[src/rtl/res_collector_pkg.sv]
// -----------------------------------------------------------------------------
// res_collector_pkg
//
// Shared definitions for the fsm_design result collector:
//   - coll_state_e : collector FSM states (IDLE, COLLECT, HOLD, DROP)
//   - S0..S7, IDLE_C, INPUT_C, OUTPUT_C : state codes reported by fsm_design
//     on its state_res output
//   - nib_count()  : number of nibbles that make up one result word
//   - is_op_code() : true for the operation states S0..S7
// -----------------------------------------------------------------------------
package res_collector_pkg;

   typedef enum logic [1:0] {
      IDLE    = 2'd0,
      COLLECT = 2'd1,
      HOLD    = 2'd2,
      DROP    = 2'd3
   } coll_state_e;

   // fsm_design state_res encoding
   localparam logic [3:0] S0       = 4'd0;
   localparam logic [3:0] S1       = 4'd1;
   localparam logic [3:0] S2       = 4'd2;
   localparam logic [3:0] S3       = 4'd3;
   localparam logic [3:0] S4       = 4'd4;
   localparam logic [3:0] S5       = 4'd5;
   localparam logic [3:0] S6       = 4'd6;
   localparam logic [3:0] S7       = 4'd7;
   localparam logic [3:0] IDLE_C   = 4'd8;
   localparam logic [3:0] INPUT_C  = 4'd9;
   localparam logic [3:0] OUTPUT_C = 4'd10;

   // Nibbles per result word.
   function automatic int nib_count(input int n, input int n_width);
      return n / n_width;
   endfunction

   // Operation states are the only codes that update the remembered opcode.
   function automatic logic is_op_code(input logic [3:0] code);
      return code inside {S0, S1, S2, S3, S4, S5, S6, S7};
   endfunction

endpackage

[src/rtl/res_collector_nibble_assembler.sv]
// -----------------------------------------------------------------------------
// res_collector_nibble_assembler
//
// Index counter plus assembly register. Each write strobe stores i_nibble at
// bit slice [idx*N_width +: N_width] and advances the index; the write that
// lands on the last slot wraps the index back to zero.
//
// Ports:
//   clk, rst   : clock, asynchronous active-low reset
//   i_wr       : store i_nibble at the current index, then advance
//   i_clr      : abandon the partial frame (index back to 0)
//   i_nibble   : incoming nibble
//   o_last     : current index is the final nibble slot
//   o_word     : assembly register with i_nibble merged in at the current
//                index, i.e. the completed word when i_wr & o_last
// -----------------------------------------------------------------------------
module res_collector_nibble_assembler
   import res_collector_pkg::*;
#(
   parameter int N       = 64,
   parameter int N_width = 4
)(
   input  logic               clk,
   input  logic               rst,
   input  logic               i_wr,
   input  logic               i_clr,
   input  logic [N_width-1:0] i_nibble,
   output logic               o_last,
   output logic [N-1:0]       o_word
);

   localparam int               NIB      = nib_count(N, N_width);
   localparam int               IDX_W    = (NIB > 1) ? $clog2(NIB) : 1;
   localparam logic [IDX_W-1:0] LAST_IDX = IDX_W'(NIB - 1);

   logic [IDX_W-1:0] r_idx;
   logic [N-1:0]     r_asm;
   logic [N-1:0]     w_word;

   // NOTE: every signal driven in always_comb gets a default first, so no
   // path leaves it unassigned and no latch is inferred.
   always_comb begin
      w_word = r_asm;
      w_word[int'(r_idx) * N_width +: N_width] = i_nibble;
   end

   assign o_word = w_word;
   assign o_last = (r_idx == LAST_IDX);

   // NOTE: the assembly register is a plain data register, but it is still
   // brought to a known value on reset so out_data never shows X-derived bits.
   always_ff @(posedge clk or negedge rst) begin
      if (!rst) begin
         r_idx <= '0;
         r_asm <= '0;
      end else begin
         if (i_wr) begin
            r_asm <= w_word;
            r_idx <= o_last ? '0 : r_idx + 1'b1;
         end else if (i_clr) begin
            r_idx <= '0;
         end
      end
   end

endmodule

[src/rtl/res_collector.sv]
// -----------------------------------------------------------------------------
// res_collector
//
// Downstream stage of fsm_design. Reassembles the nibble-serial result stream
// (LSB nibble first) into N-bit words, tags each word with the last operation
// state S0..S7 seen before the frame, and offers it on a valid/ready port.
//
// Ports:
//   clk, rst     : clock, asynchronous active-low reset
//   in_valid     : fsm_design output_valid
//   in_nibble    : fsm_design out
//   in_state     : fsm_design state_res
//   out_valid    : assembled word available
//   out_ready    : consumer accepts word (transfer = out_valid & out_ready)
//   out_data     : assembled result, stable while out_valid
//   out_op       : last S-state code before the frame
//   frame_count  : words accepted by the consumer, wraps
//   frame_err    : sticky, a frame ended before NIB nibbles
//   overflow     : sticky, a frame arrived while a word was still held
//   clr_flags    : synchronous clear of frame_err/overflow (set wins)
//
// FSM:
//   IDLE    -> waiting for the first nibble of a frame
//   COLLECT -> frame in progress
//   HOLD    -> completed word waiting for the consumer
//   DROP    -> frame arrived during HOLD; its nibbles are discarded until
//              in_valid falls, while consumer transfers are still honoured
// -----------------------------------------------------------------------------
module res_collector
   import res_collector_pkg::*;
#(
   parameter int N       = 64,
   parameter int N_width = 4,
   parameter int CNT_W   = 8
)(
   input  logic               clk,
   input  logic               rst,
   input  logic               in_valid,
   input  logic [N_width-1:0] in_nibble,
   input  logic [3:0]         in_state,
   output logic               out_valid,
   input  logic               out_ready,
   output logic [N-1:0]       out_data,
   output logic [2:0]         out_op,
   output logic [CNT_W-1:0]   frame_count,
   output logic               frame_err,
   output logic               overflow,
   input  logic               clr_flags
);

   coll_state_e      r_state;
   coll_state_e      w_next_state;

   logic             r_out_valid;
   logic [N-1:0]     r_out_data;
   logic [2:0]       r_out_op;
   logic [2:0]       r_last_op;
   logic [CNT_W-1:0] r_frame_count;
   logic             r_frame_err;
   logic             r_overflow;

   logic             w_xfer;
   logic             w_wr;
   logic             w_clr;
   logic             w_complete;
   logic             w_set_ferr;
   logic             w_set_ovf;
   logic             w_last;
   logic [N-1:0]     w_word;

   assign w_xfer = r_out_valid & out_ready;

   res_collector_nibble_assembler #(
      .N       (N),
      .N_width (N_width)
   ) u_nibble_assembler (
      .clk      (clk),
      .rst      (rst),
      .i_wr     (w_wr),
      .i_clr    (w_clr),
      .i_nibble (in_nibble),
      .o_last   (w_last),
      .o_word   (w_word)
   );

   // ---------------------------------------------------------------------------
   // State register
   // ---------------------------------------------------------------------------
   // NOTE: clocked state uses non-blocking assignments so every register
   // samples the pre-edge values regardless of statement order.
   always_ff @(posedge clk or negedge rst) begin
      if (!rst) begin
         r_state <= IDLE;
      end else begin
         r_state <= w_next_state;
      end
   end

   // ---------------------------------------------------------------------------
   // Next-state and control strobes
   // ---------------------------------------------------------------------------
   always_comb begin
      w_next_state = r_state;
      w_wr         = 1'b0;
      w_clr        = 1'b0;
      w_complete   = 1'b0;
      w_set_ferr   = 1'b0;
      w_set_ovf    = 1'b0;

      unique case (r_state)
         IDLE: begin
            if (in_valid) begin
               w_wr = 1'b1;
               if (w_last) begin
                  w_complete   = 1'b1;
                  w_next_state = HOLD;
               end else begin
                  w_next_state = COLLECT;
               end
            end
         end

         COLLECT: begin
            if (in_valid) begin
               w_wr = 1'b1;
               if (w_last) begin
                  w_complete   = 1'b1;
                  w_next_state = HOLD;
               end
            end else begin
               // Short frame: throw the partial word away.
               w_set_ferr   = 1'b1;
               w_clr        = 1'b1;
               w_next_state = IDLE;
            end
         end

         HOLD: begin
            if (in_valid) begin
               if (w_xfer) begin
                  // Held word leaves this cycle, so the new frame's first
                  // nibble can be taken without loss.
                  w_wr = 1'b1;
                  if (w_last) begin
                     w_complete   = 1'b1;
                     w_next_state = HOLD;
                  end else begin
                     w_next_state = COLLECT;
                  end
               end else begin
                  w_set_ovf    = 1'b1;
                  w_next_state = DROP;
               end
            end else if (w_xfer) begin
               w_next_state = IDLE;
            end
         end

         DROP: begin
            if (!in_valid) begin
               w_next_state = (r_out_valid && !w_xfer) ? HOLD : IDLE;
            end
         end

         default: begin
            w_next_state = IDLE;
         end
      endcase
   end

   // ---------------------------------------------------------------------------
   // Output word, handshake, counter, opcode tracking
   // ---------------------------------------------------------------------------
   always_ff @(posedge clk or negedge rst) begin
      if (!rst) begin
         r_out_valid   <= 1'b0;
         r_out_data    <= '0;
         r_out_op      <= '0;
         r_last_op     <= '0;
         r_frame_count <= '0;
      end else begin
         // A completion in the same cycle as a transfer means a new word
         // replaces the one just accepted, so completion takes priority.
         if (w_complete) begin
            r_out_valid <= 1'b1;
            r_out_data  <= w_word;
            r_out_op    <= r_last_op;
         end else if (w_xfer) begin
            r_out_valid <= 1'b0;
         end

         if (w_xfer) begin
            r_frame_count <= r_frame_count + 1'b1;
         end

         if (is_op_code(in_state)) begin
            r_last_op <= in_state[2:0];
         end
      end
   end

   // ---------------------------------------------------------------------------
   // Sticky flags: a set event in the clearing cycle still leaves the flag set
   // ---------------------------------------------------------------------------
   always_ff @(posedge clk or negedge rst) begin
      if (!rst) begin
         r_frame_err <= 1'b0;
         r_overflow  <= 1'b0;
      end else begin
         r_frame_err <= w_set_ferr | (r_frame_err & ~clr_flags);
         r_overflow  <= w_set_ovf  | (r_overflow  & ~clr_flags);
      end
   end

   assign out_valid   = r_out_valid;
   assign out_data    = r_out_data;
   assign out_op      = r_out_op;
   assign frame_count = r_frame_count;
   assign frame_err   = r_frame_err;
   assign overflow    = r_overflow;

endmodule

[config.mk]
export PLATFORM = sky130hd
export DESIGN_NAME = res_collector
export DESIGN_NICKNAME = d
export VERILOG_FILES = /design/src/rtl/res_collector_pkg.sv /design/src/rtl/res_collector_nibble_assembler.sv /design/src/rtl/res_collector.sv
export SDC_FILE = /design/constraint.sdc
export NUM_CORES = 1
export LEC_CHECK = 0
export BUFFER_PORTS_ARGS = -buffer_cell sky130_fd_sc_hd__buf_2
export CAP_MARGIN = 20
export CELL_PAD_IN_SITES_DETAIL_PLACEMENT = 1
export CELL_PAD_IN_SITES_GLOBAL_PLACEMENT = 2
export CORE_MARGIN = 5
export CORE_UTILIZATION = 40
export CTS_CLUSTER_SIZE = 24
export DETAILED_ROUTE_END_ITERATION = 7
export GPL_ROUTABILITY_DRIVEN = 0
export HOLD_SLACK_MARGIN = 0.05
export PLACE_DENSITY_LB_ADDON = 0.1
export SYNTH_ARGS = -nofsm -noshare
export SYNTH_HDL_FRONTEND = slang
export SYNTH_HIERARCHICAL = 1
export SYNTH_SLANG_ARGS = --single-unit
[constraint.sdc]
create_clock -name clk -period 3.03 [get_ports clk]
set_input_delay 0.1515 -clock clk [delete_from_list [all_inputs] [get_ports clk]]
set_output_delay 0.1515 -clock clk [all_outputs]
set_load 0.01 [all_outputs]
# Word-level counts from Yosys, hierarchy flattened
# Cells that the tools add are included.
[totals]
reg_bits = 151
output_inout_bits = 78
wordCells = 75
[classes]
eq_ne = 15
n_reduce_logical = 9
bitwise = 6
mux = 30
add_sub_neg = 3
n_shift = 2
[op_table]
columns = ["cell", "count"]
rows = [
  ["bitwise mux 64 bit", 1],
  ["variable shift 4 x 33 -> 64 bit, first input constant", 1],
  ["variable part select 4 x 33 -> 64 bit", 1],
  ["negation 6 -> 33 bit", 1],
  ["2-to-1 mux 2 bit", 9],
  ["== test 4 x 3 -> 1 bit, second input constant", 4],
  ["2-to-1 mux 1 bit", 14],
  ["2-to-1 mux 4 bit", 3],
  ["adder 8 x 1 -> 8 bit, second input constant", 1],
  ["== test 4 x 2 -> 1 bit, second input constant", 2],
  ["case mux 2 bit (4 select lines)", 1],
  ["nonzero test 8 bit", 1],
  ["adder 4 x 1 -> 4 bit, second input constant", 1],
  ["== test 2 bit, second input constant", 2],
  ["== test 4 x 1 -> 1 bit, second input constant", 1],
  ["== test 4 bit, second input constant", 1],
  ["logical NOT 4 bit", 1],
  ["inequality test 2 bit, second input constant", 2],
  ["case mux 1 bit (2 select lines)", 2],
  ["AND reduction 4 bit", 1],
  ["nonzero test 2 bit", 2],
  ["AND 1 bit", 3],
  ["inequality test 3 x 2 -> 1 bit, second input constant", 1],
  ["inequality test 3 bit, second input constant", 1],
  ["other kinds (7)", 8],
]

# Depth between registers and ports, before layout
# Gate-level depths: netlist of the first run.
[logic_depth]
word_depth = 6
mapped_depth = 8
depth_no_buf = 7

# Cells and area by module
# The synthesis of the first run kept the hierarchy.
[modules_own_cells]
columns = ["module", "n_inst", "cells_each", "area_per_inst_um2"]
rows = [
  ["res_collector_nibble_assembler", 1, 315, 3836.2],
  ["res_collector", 1, 199, 3205.6],
]

# Least setup slack after synthesis of the first run
# No wires, ideal clock.
[synth_timing]
path_kind = "flip-flop to flip-flop"
from = "register u_nibble_assembler.r_idx[0]"
to = "register r_out_data[32], in the netlist out_data[32]"
n_path_buf = 1
stages_incl_launch_ff = 9
setup_slack_ps = 429
period_less_slack_ps = 2601
setup_time_ps = 125
arrival_ps = 2476
path_cell_list = "dfrtp_1 > clkbuf_1 > nor3_1 > ha_1 > nor2b_1 > nor3b_1 > and2_0 > mux2_2 > mux2_2"
[synth_rtl]
columns = ["element", "line_no", "source"]
rows = [
  ["from (decl)", "res_collector_nibble_assembler.sv:36", "logic [IDX_W-1:0] r_idx;"],
  ["from (signal assigned)", "res_collector_nibble_assembler.sv:59", "r_idx <= o_last ? '0 : r_idx + 1'b1;"],
  ["negation 6 -> 33 bit (*)", "res_collector_nibble_assembler.sv:44", "w_word[int'(r_idx) * N_width +: N_width] = i_nibble;"],
  ["variable part select 4 x 33 -> 64 bit or variable shift 4 x 33 -> 64 bit (tied branches)", "res_collector_nibble_assembler.sv:44", ""],
  ["bitwise mux 64 bit (*)", "res_collector_nibble_assembler.sv:44", ""],
  ["named net w_word[32]", "res_collector.sv:69", "logic [N-1:0] w_word;"],
  ["to (signal assigned)", "res_collector.sv:186", "r_out_data <= w_word;"],
  ["to (decl)", "res_collector.sv:55", "logic [N-1:0] r_out_data;"],
]
# The timed path passes the listed nets; every way through them passes the cells marked *.
# A chain may end at the register's enable or synchronous reset.

# Worst setup path in the final report of the first run
[layout_timing]
from = "register u_nibble_assembler.r_idx[0]"
to = "register r_out_data[58], in the netlist out_data[58]"
# Same word-level chain as after synthesis.

==> results of run 1 <==
==> worst max path at each step <==
stage,depth (start not counted),slack (ns),end
global route,7,0.16,out_data[58]$_DFFE_PN0P_
detailed placement,7,0.24,out_data[33]$_DFFE_PN0P_
global placement,7,0.34,out_data[35]$_DFFE_PN0P_
CTS,7,0.21,out_data[33]$_DFFE_PN0P_
finish,7,0.30,out_data[58]$_DFFE_PN0P_
floorplan,8,0.43,out_data[32]$_DFFE_PN0P_
==> sequential cells by signal (all words and copies together), names as in the netlist <==
name	cells
out_data	64
u_nibble_assembler/r_asm	64
frame_count	8
u_nibble_assembler/r_idx	4
out_op	3
r_last_op	3
r_state	2
frame_err	1
out_valid	1
overflow	1
==> per-layer routing <==
metal  wire (µm)  track usage, %  part of all wire [%]  vias to the layer above
li1            -               -                     -                     2023
met1        7000            20.4                    44                     2248
met2        7990            28.7                    51                       71
met3         596            4.05                   3.8                       12
met4         142            4.40                  0.90                        0
met5           0               0                     0                        -
==> layout by cell type, fill, tap and decap left out, types with 3 or more instances in the layout <==
| cell type | n |
|---|---|
| mux2_4 | 4 |
| buf_4 | 8 |
| o21ai_0 | 4 |
| nor3_1 | 5 |
| nor2_1 | 14 |
| ha_1 | 4 |
| dfrtp_1 | 150 |
| and3_1 | 11 |
| nand3_1 | 10 |
| buf_2 | 89 |
| nand2b_1 | 3 |
| xor2_1 | 5 |
| nand2_1 | 19 |
| and2_1 | 11 |
| and2_0 | 3 |
| inv_1 | 6 |
| nor3b_1 | 3 |
| nor2b_1 | 4 |
| xnor2_1 | 4 |
| clkbuf_16 | 17 |
| bufinv_16 | 5 |
| mux2_1 | 19 |
| dlygate4sd3_1 | 10 |
| mux2_2 | 176 |
| nand4_1 | 3 |
==> cells by family (layout without fill, tap and decap cells) <==
logic type      count (synthesis)  in the layout  share of synthesized area [%]
buf+inv                        35            144                           2.65
mux                           199            199                           32.0
fa+ha+maj                       4              4                          0.711
compound gates                 16             16                           1.69
flops                         151            151                           53.7
simple gates                  100            100                           8.14
xor+xnor                        9              9                           1.12
==> critical path: cells and delay by family, from the launching register on <==
family	cells	cell delay, ns
multiplexers	2	0.67
AND/OR/NAND/NOR	4	1.17
adder cells (fa/ha/maj)	1	0.29
flip-flops	1	0.50
==> where the power goes <==
group	switching, mW	internal (mW)
logic	0.982	1.01
registers	0.262	2.46
clock network	0.784	1.48
==> final cells by class <==
class | instances | area (µm²)
Fill cell | 1794 | 8850
Sequential cell | 151 | 3780
Multi-Input combinational cell | 328 | 3080
Timing Repair Buffer | 110 | 657
Clock buffer | 19 | 453
Tap cell | 225 | 282
Clock inverter | 9 | 176
Inverter | 6 | 22.5
==> metrics by stage <==
stage | instance area [µm²] | total power [mW] | setup slack, ns | instances
2_1_floorplan | 7040 | 4.09 | 0.429 | 514
3_3_place_gp | 7720 | 4.66 | 0.343 | 810
3_5_place_dp | 7720 | 4.74 | 0.237 | 810
4_1_cts | 8450 | 7.08 | 0.210 | 848
5_1_grt | 8450 | 7.39 | 0.159 | 848
6_report | 8450 | 6.98 | 0.297 | 848
==> what timing repair did <==
action,in CTS,in global routing
endpoints found under the hold margin,53,0
hold buffers,10,0
gates resized for setup,0,1
setup endpoints to repair,0,3
==> reports/results.tsv, run 1 <==
stage	metric	value	unit
final_layout	final_nets	631	
yosys	synth_cell_type_count	47	
yosys	syn_inst	514	
final_layout	postLayoutCoreUtil	48.8	%
yosys	synth_top_cell_area_share	53.7	%
detailed_routing	via_per_inst	5.13	
global_route	grt_pass1_vias	5005	
yosys	synth_nets	531	
yosys	synth-main-ff-cell	dfrtp_1	
yosys	post_synth_instance_area	7040	µm²
global_route	antenna_found_initial	0	
worst_setup_path	critPathKind	reg2reg	
yosys	synth_commonest_cells	176 x mux2_2, 151 x dfrtp_1, 19 x mux2_1, 19 x nand2_1, 14 x nor2_1	
yosys	synth_area_leaders	dfrtp_1 54%, mux2_2 28%, mux2_1 3.0%, nand2_1 1.0%, and2_1 0.98%	
timing	slew_violations	0	
final_layout	area_delta_synth_final	20.0	%
timing	hold_viol	0	
timing	setup_viol	0	
yosys	yosysSeqAreaShare	53.7	%
outcome	status	finished clean	
timing	finClkSkew	0.00730	ns
yosys	async_flop_share	100	%
flow_run	maxCapViolCount	0	
min_path	hold_class	in2reg	
final_layout	drive_gt1_share	51.5	%
worst_setup_path	crit_path_cell_trace	nor3_1, ha_1, nor2_1, and3_1, and2_0, mux2_2, mux2_1	
worst_setup_path	r2r-start	u_nibble_assembler/r_idx[0]$_DFFE_PN0P_	
yosys	synth_edf_count	0	
detailed_routing	num_vias	4354	
power	p_leak	4.41	nW
timing	period_share	90.2	%
placement	io_buffers	90	
die	start_util	40.7	%
cts	clock_path_buffers	2	
timing	max_slew_margin	60.0	%
min_path	min_path_cells	3	
cts	htree_levels	4	
detailed_routing	wl_per_cell	18.5	µm
worst_setup_path	cp_max_fo	15	
cts	cts_setup_buffers	0	
cts	cts_made_buffers	17	
power	peakVddDrop	0.480	mV
worst_setup_path	worst_ep_required_time	3.33	ns
timing	finalSetupTns	0	ns
yosys	avgSynthCellArea	13.7	µm²
placement	dp.final_hpwl	10.9	mm
die	die_area	20400	µm²
worst_setup_path	timing.rr.end	out_data[58]$_DFFE_PN0P_	
yosys	ys_seq_elements	151	
worst_setup_path	max_stage_delay	0.50	ns
worst_setup_path	cp.arrival	3.03	ns
worst_setup_path	ff2ff_path_depth	7	
yosys	ys_warn_count	6	
min_path	hp-start	out_ready	
die	die_y	143	µm
cts	cts.clk_slew.worst_paths	0.06	ns
detailed_routing	drt_iter0_drc	138	
timing	whs	0.100	ns
power	power.density	826	nW/µm²
cts	root_buffer	clkbuf_16	
worst_setup_path	reg2reg_setup_slack	0.30	ns
yosys	synth_top_cell_by_area	dfrtp_1	
detailed_routing	ant_nets	0	
timing	fmaxAchievable	366	MHz
timing	rsz0062_at_grt	no	
worst_setup_path	slowest_stage	dfrtp_2	
die	die_w	143	µm
timing	min_period	2.73	ns
global_route	grt_pass1_wl	26.4	mm
global_route	grt_max_degree	76	
detailed_routing	first_pass_iters	4	
detailed_routing	drc	0	
global_route	grt_overflow	0	
yosys	yosysMostFrequentCell	mux2_2	
worst_setup_path	worstSetupStartpoint	u_nibble_assembler/r_idx[0]$_DFFE_PN0P_	
cts	clock_latency	0.41	ns
detailed_routing	routed_wl	15.7	mm
cts	tritoncts	built	
timing	worstMarginPinSlew	0.598	ns
final_layout	antenna-diode-count	0	
worst_setup_path	cp-start-kind	register	
worst_setup_path	endpoint_kind	register	
die	rows	48	
min_path	min_to	out_valid$_DFFE_PN0P_	
die	ios	91	
global_route	grt.total_usage	16.5	%
die	core	17300	µm²
cts	cts.sinks	151	
Power figures use the tool's default switching activity.
==> run 2: changes to the inputs <==
- CELL_PAD_IN_SITES_GLOBAL_PLACEMENT: 2 -> 1
- CORE_UTILIZATION: 40 -> 48
- MAX_ROUTING_LAYER: unset -> met4
- PLACE_DENSITY: unset -> 0.84
- PLACE_DENSITY_LB_ADDON: 0.1 -> unset
==> run 2 against run 1 <==
Clock power about the same. Die area down 16%. Hold slack worse by 0.015 ns.
==> reports/results.tsv, run 2 (same netlist as run 1, synthesis figures left out) <==
stage	metric	value	unit	change
final_layout	layout_commonest_cell	mux2_2		unchanged
timing	finClkSkew	0.00564	ns	was 0.00730 ns
cts	cts.clk_slew.worst_paths	0.06	ns	about the same
power	finalPower	6.99	mW	was 6.98 mW
detailed_routing	via_per_inst	5.54		was 5.13
worst_setup_path	cp_max_fo	8		was 15
global_route	grt_overflow	0		unchanged
die	core	14500	µm²	was 17300 µm²
final_layout	final_cell_mix	176 x mux2_2, 151 x dfrtp_1, 89 x buf_2		was 176 x mux2_2, 150 x dfrtp_1, 89 x buf_2
final_layout	drive_gt1_share	51.2	%	was 51.5%
detailed_routing	routed_wl	17.0	mm	was 15.7 mm
die	ios	91		unchanged
final_layout	area_delta_synth_final	18.5	%	was 20.0%
cts	root_buffer	clkbuf_16		unchanged
worst_setup_path	worst_ep_required_time	3.33	ns	about the same
worst_setup_path	ff2ff_path_depth	7		unchanged
worst_setup_path	slowest_stage	dfrtp_1		was dfrtp_2
timing	slew_violations	0		unchanged
timing	max_slew_margin	47.5	%	was 60.0%
detailed_routing	first_pass_iters	4		unchanged
worst_setup_path	max_stage_delay	0.51	ns	was 0.50 ns
power	peakVddDrop	0.457	mV	was 0.480 mV
timing	hold_viol	0		unchanged
worst_setup_path	critPathKind	reg2reg		unchanged
die	start_util	48.6	%	was 40.7%
timing	setup_viol	0		unchanged
timing	fmaxAchievable	351	MHz	was 366 MHz
cts	clock_path_buffers	2		unchanged
cts	clock_latency	0.43	ns	was 0.41 ns
detailed_routing	drc	0		unchanged
worst_setup_path	crit_path_cell_trace	inv_1, ha_1, o21bai_1, o21ai_1, nand2_1, mux2_2, mux2_1		was nor3_1, ha_1, nor2_1, and3_1, and2_0, mux2_2, mux2_1
placement	io_buffers	90		unchanged
worst_setup_path	cp.arrival	3.15	ns	was 3.03 ns
worst_setup_path	r2r-start	u_nibble_assembler/r_idx[0]$_DFFE_PN0P_		unchanged
timing	period_share	94.0	%	was 90.2%
timing	rsz0062_at_grt	no		unchanged
global_route	grt_max_degree	84		was 76
final_layout	final_nets	625		was 631
worst_setup_path	crit_family	compound AO/OA/AOI/OAI gates		was simple AND/OR/NAND/NOR gates
timing	finalSetupTns	0	ns	unchanged
detailed_routing	drt_iter0_drc	180		was 138
final_layout	fillCellCount	1447		was 1794
global_route	grt_pass1_wl	28.6	mm	was 26.4 mm
global_route	grt.total_usage	21.1	%	was 16.5%
placement	dp.final_hpwl	11.1	mm	was 10.9 mm
timing	worstMarginPinSlew	0.787	ns	was 0.598 ns
min_path	hp-start	out_ready		unchanged
outcome	status	finished clean		unchanged
min_path	min_path_cells	3		unchanged
flow_run	maxCapViolCount	0		unchanged
global_route	grt_pass1_vias	5182		was 5005
cts	tritoncts	built		unchanged
power	p_leak	4.37	nW	was 4.41 nW
timing	min_period	2.85	ns	was 2.73 ns
die	die_area	17200	µm²	was 20400 µm²
detailed_routing	ant_nets	0		unchanged
cts	cts.sinks	151		unchanged
global_route	antenna_found_initial	0		unchanged
worst_setup_path	endpoint_kind	register		unchanged
worst_setup_path	timing.rr.end	out_data[8]$_DFFE_PN0P_		was out_data[58]$_DFFE_PN0P_
power	power.density	838	nW/µm²	was 826 nW/µm²
min_path	min_to	out_valid$_DFFE_PN0P_		unchanged
cts	htree_levels	4		unchanged
die	die_y	131	µm	was 143 µm
worst_setup_path	cp-start-kind	register		unchanged
final_layout	antenna-diode-count	0		unchanged
die	rows	44		was 48
min_path	hold_class	in2reg		unchanged
worst_setup_path	crit_buf_inv	1		was 0
die	die_w	131	µm	was 143 µm
detailed_routing	wl_per_cell	21.1	µm	was 18.5 µm
detailed_routing	num_vias	4456		was 4354
cts	cts_made_buffers	17		unchanged
worst_setup_path	reg2reg_setup_slack	0.18	ns	was 0.30 ns
==> run 2: cell type report <==
cell class	count	area, µm²	area share, %
multi-input cells	328	3080	36.9
clock inverters	12	174	2.08
clock buffers	20	457	5.47
well taps	184	230	2.76
repair buffers	104	599	7.18
flip-flops and latches	151	3780	45.3
inverters	6	22.5	0.270
==> run 2: where the power goes <==
group | leakage (nW) | switching, mW | internal, mW | total, mW
Clock | 0.298 | 0.835 | 1.42 | 2.25
Combinational | 2.01 | 1.03 | 0.953 | 1.98
Sequential | 2.06 | 0.300 | 2.46 | 2.76
==> run 2: repair_timing <==
| action | in CTS | in global routing |
|---|---|---|
| endpoints found under the hold margin | 88 | 0 |
| buffers inserted | 0 | 0 |
| hold buffers | 10 | 0 |
| setup endpoints to repair | 0 | 1 |
| resized for setup | 0 | 1 |
==> run 2: worst reg2reg max path, delay by kind of cell (launching register included) <==
family / cells / cell delay [ns]
buffers and inverters: 1 / 0.18
muxes: 2 / 0.67
and+or+nand+nor: 1 / 0.31
adders and majority gates: 1 / 0.35
DFF: 1 / 0.51
AOI/OAI and AO/OA: 2 / 0.71
==> run 2: worst max path at each step <==
stage               slack [ns]                               startpoint                       end  depth (start not counted)
floorplan                 0.43  u_nibble_assembler/r_idx[0]$_DFFE_PN0P_  out_data[32]$_DFFE_PN0P_                          8
global placement          0.45  u_nibble_assembler/r_idx[2]$_DFFE_PN0P_  out_data[35]$_DFFE_PN0P_                          7
detailed placement        0.23  u_nibble_assembler/r_idx[2]$_DFFE_PN0P_  out_data[35]$_DFFE_PN0P_                          7
CTS                       0.17  u_nibble_assembler/r_idx[2]$_DFFE_PN0P_  out_data[35]$_DFFE_PN0P_                          7
global route              0.06  u_nibble_assembler/r_idx[2]$_DFFE_PN0P_  out_data[59]$_DFFE_PN0P_                          7
finish                    0.18  u_nibble_assembler/r_idx[0]$_DFFE_PN0P_   out_data[8]$_DFFE_PN0P_                          7
==> run 2: stage by stage <==
| step | instances | hold WS (ns) | setup slack [ns] | instance area (µm²) | util [%] |
|---|---|---|---|---|---|
| global route | 805 | 0.0920 | 0.0592 | 8340 | 57.6 |
| detailed placement | 763 | 0.264 | 0.228 | 7610 | 52.5 |
| global placement | 763 | 0.239 | 0.447 | 7610 | 52.5 |
| floorplan | 514 | -0.144 | 0.429 | 7040 | - |
| CTS | 805 | 0.0734 | 0.171 | 8340 | 57.6 |
| finish | 805 | 0.0858 | 0.183 | 8340 | 57.6 |
==> run 2: per-layer routing <==
layer	part of all wire, %	global-route usage, %	vias to the layer above
met1	42	25.2	2315
li1	-	-	2006
met5	0	-	-
met3	3.8	5.20	29
met4	1.9	7.45	0
met2	52	34.9	106
==> run 3: changes to the inputs <==
- CORE_UTILIZATION: 48 -> 35
- PLACE_DENSITY: 0.84 -> 0.66
==> run 3 against run 2 <==
Hold slack improved by 0.024 ns. Sequential power barely moved. Final area rose by 1.2%. Sequential share of layout area fell by 0.53 points. Clock power fell by 5%. Largest cell class unchanged.
==> reports/results.tsv, run 3 (same netlist as run 1, synthesis figures left out) <==
stage	metric	value	unit	change
power	pwr-share-comb	28.6	%	was 28.3%
timing	layout_setup_ws	0.274	ns	was 0.183 ns
worst_setup_path	timing.rr.end	out_data[59]$_DFFE_PN0P_		was out_data[8]$_DFFE_PN0P_
detailed_routing	wl_met2	8.11	mm	was 8.87 mm
power	power.density	808	nW/µm²	was 838 nW/µm²
final_layout	antenna-diode-count	0		unchanged
detailed_routing	num_vias	4328		was 4456
timing	finClkSkew	0.00971	ns	was 0.00564 ns
detailed_routing	drt-met1-wl	7.08	mm	was 7.15 mm
worst_setup_path	crit_buf_inv	0		was 1
final_layout	stdcell_count	886		was 805
die	die_area	23100	µm²	was 17200 µm²
global_route	grt_max_degree	84		unchanged
detailed_routing	first_pass_iters	4		unchanged
cts	cts.sinks	151		unchanged
power	seq_power_share	40.0	%	was 39.4%
timing	hold_viol	0		unchanged
cts	cts_setup_buffers	0		unchanged
placement	place_ws	0.292	ns	was 0.228 ns
timing	slew_violations	0		unchanged
worst_setup_path	reg2reg_setup_slack	0.27	ns	was 0.18 ns
timing	rsz0062_at_grt	no		unchanged
detailed_routing	wl_met3	544	µm	was 646 µm
cts	cts.clk_slew.worst_paths	0.06	ns	about the same
power	net-switching-power	2.01	mW	was 2.16 mW
worst_setup_path	endpoint_kind	register		unchanged
min_path	hp-start	out_ready		unchanged
flow_run	maxCapViolCount	0		unchanged
min_path	min_to	out_valid$_DFFE_PN0P_		unchanged
final_layout	final_cell_mix	176 x mux2_2, 151 x dfrtp_1, 89 x buf_2		unchanged
timing	worstMarginPinSlew	0.653	ns	was 0.787 ns
die	die_w	152	µm	was 131 µm
global_route	grt.total_usage	14.8	%	was 21.1%
worst_setup_path	slowest_stage	dfrtp_1		unchanged
detailed_routing	drt_iter0_drc	121		was 180
cts	htree_levels	4		unchanged
die	ios	91		unchanged
worst_setup_path	ff2ff_path_depth	7		unchanged
detailed_routing	wl_per_cell	18.0	µm	was 21.1 µm
final_layout	drive_gt1_share	51.0	%	was 51.2%
placement	dp.final_hpwl	11.3	mm	was 11.1 mm
final_layout	postLayoutCellArea	8440	µm²	was 8340 µm²
power	peakVddDrop	0.423	mV	was 0.457 mV
worst_setup_path	r2r-start	u_nibble_assembler/r_idx[2]$_DFFE_PN0P_		was u_nibble_assembler/r_idx[0]$_DFFE_PN0P_
worst_setup_path	crit_family	simple AND/OR/NAND/NOR gates		was compound AO/OA/AOI/OAI gates
worst_setup_path	cp-start-kind	register		unchanged
cts	clock_path_buffers	2		unchanged
power	power_frac_clock	31.4	%	was 32.2%
min_path	hold_class	in2reg		unchanged
cts	cts_made_buffers	17		unchanged
worst_setup_path	cp.arrival	3.05	ns	was 3.15 ns
timing	period_share	91.0	%	was 94.0%
timing	fmaxAchievable	363	MHz	was 351 MHz
cts	clock_latency	0.41	ns	was 0.43 ns
final_layout	postLayoutCoreUtil	43.0	%	was 57.6%
worst_setup_path	critPathKind	reg2reg		unchanged
detailed_routing	route.top_layer_used	met4		unchanged
min_path	min_path_cells	3		unchanged
detailed_routing	via_per_inst	4.88		was 5.54
die	rows	51		was 44
detailed_routing	ant_nets	0		unchanged
placement	post_dp_cell_area	7740	µm²	was 7610 µm²
placement	io_buffers	90		unchanged
power	finalPower	6.82	mW	was 6.99 mW
final_layout	final_nets	627		was 625
cts	tritoncts	built		unchanged
worst_setup_path	cp_max_fo	13		was 8
outcome	status	finished clean		unchanged
detailed_routing	drc	0		unchanged
timing	setup_viol	0		unchanged
die	core	19700	µm²	was 14500 µm²
timing	finalSetupTns	0	ns	unchanged
timing	min_period	2.76	ns	was 2.85 ns
global_route	grt_pass1_vias	5039		was 5182
timing	whs	0.109	ns	was 0.0858 ns
power	p_sw_share	29.5	%	was 30.9%
global_route	grt_overflow	0		unchanged
die	start_util	35.8	%	was 48.6%
cts	root_buffer	clkbuf_16		unchanged
final_layout	layout_commonest_cell	mux2_2		unchanged
die	die_y	152	µm	was 131 µm
worst_setup_path	crit_path_cell_trace	nor3_1, ha_1, nor2_1, and3_1, and2_0, mux2_2, mux2_1		was inv_1, ha_1, o21bai_1, o21ai_1, nand2_1, mux2_2, mux2_1
worst_setup_path	cp.depth	7		unchanged
global_route	antenna_found_initial	0		unchanged
timing	max_slew_margin	56.5	%	was 47.5%
placement	dpl.cell_count	846		was 763
power	p_leak	4.38	nW	was 4.37 nW
worst_setup_path	worst_ep_required_time	3.32	ns	was 3.33 ns
detailed_routing	routed_wl	15.9	mm	was 17.0 mm
power	internal-power	4.81	mW	was 4.83 mW
final_layout	area_delta_synth_final	19.9	%	was 18.5%
global_route	grt_pass1_wl	26.9	mm	was 28.6 mm
worst_setup_path	max_stage_delay	0.52	ns	was 0.51 ns
-- run 3: what timing repair did --
action / 4_1_cts / 5_1_grt
hold endpoints to repair: 75 / 0
hold buffers: 10 / 0
gates resized for setup: 0 / 0
-- run 3: layout make-up --
class | count | area [µm²]
Clock buffer | 22 | 484
Timing Repair Buffer | 106 | 627
Clock inverter | 8 | 121
Sequential cell | 151 | 3780
Tap cell | 265 | 332
Fill cell | 2079 | 11200
Multi-Input combinational cell | 328 | 3080
Inverter | 6 | 22.5
-- run 3: per-layer routing --
metal / track usage [%] / vias up
li1: - / 2009
met1: 17.6 / 2228
met2: 24.8 / 78
met3: 3.92 / 13
met4: 4.37 / 0
met5: - / -
-- run 3: power groups by stage --
stage / clock, mW / sequential, mW / combinational, mW
6_report: 2.14 / 2.73 / 1.95
5_1_grt: 2.31 / 2.79 / 2.14
4_1_cts: 2.22 / 2.73 / 1.98
3_5_place_dp: 0 / 2.76 / 1.95
3_3_place_gp: 0 / 2.72 / 1.88
2_1_floorplan: 0 / 2.71 / 1.39
-- run 3: worst min-delay path, stage by stage --
cell and delay [ns]:
buf_2 0.14, nand2b_1 0.13, nand2b_1 0.06
-- run 3: worst max path at each step --
stage	slack [ns]	end	from
3_5_place_dp	0.29	out_data[27]$_DFFE_PN0P_	u_nibble_assembler/r_idx[0]$_DFFE_PN0P_
2_1_floorplan	0.43	out_data[32]$_DFFE_PN0P_	u_nibble_assembler/r_idx[0]$_DFFE_PN0P_
5_1_grt	0.06	out_data[27]$_DFFE_PN0P_	u_nibble_assembler/r_idx[0]$_DFFE_PN0P_
6_report	0.27	out_data[59]$_DFFE_PN0P_	u_nibble_assembler/r_idx[2]$_DFFE_PN0P_
3_3_place_gp	0.36	out_data[25]$_DFFE_PN0P_	u_nibble_assembler/r_idx[0]$_DFFE_PN0P_
4_1_cts	0.29	out_data[59]$_DFFE_PN0P_	u_nibble_assembler/r_idx[2]$_DFFE_PN0P_
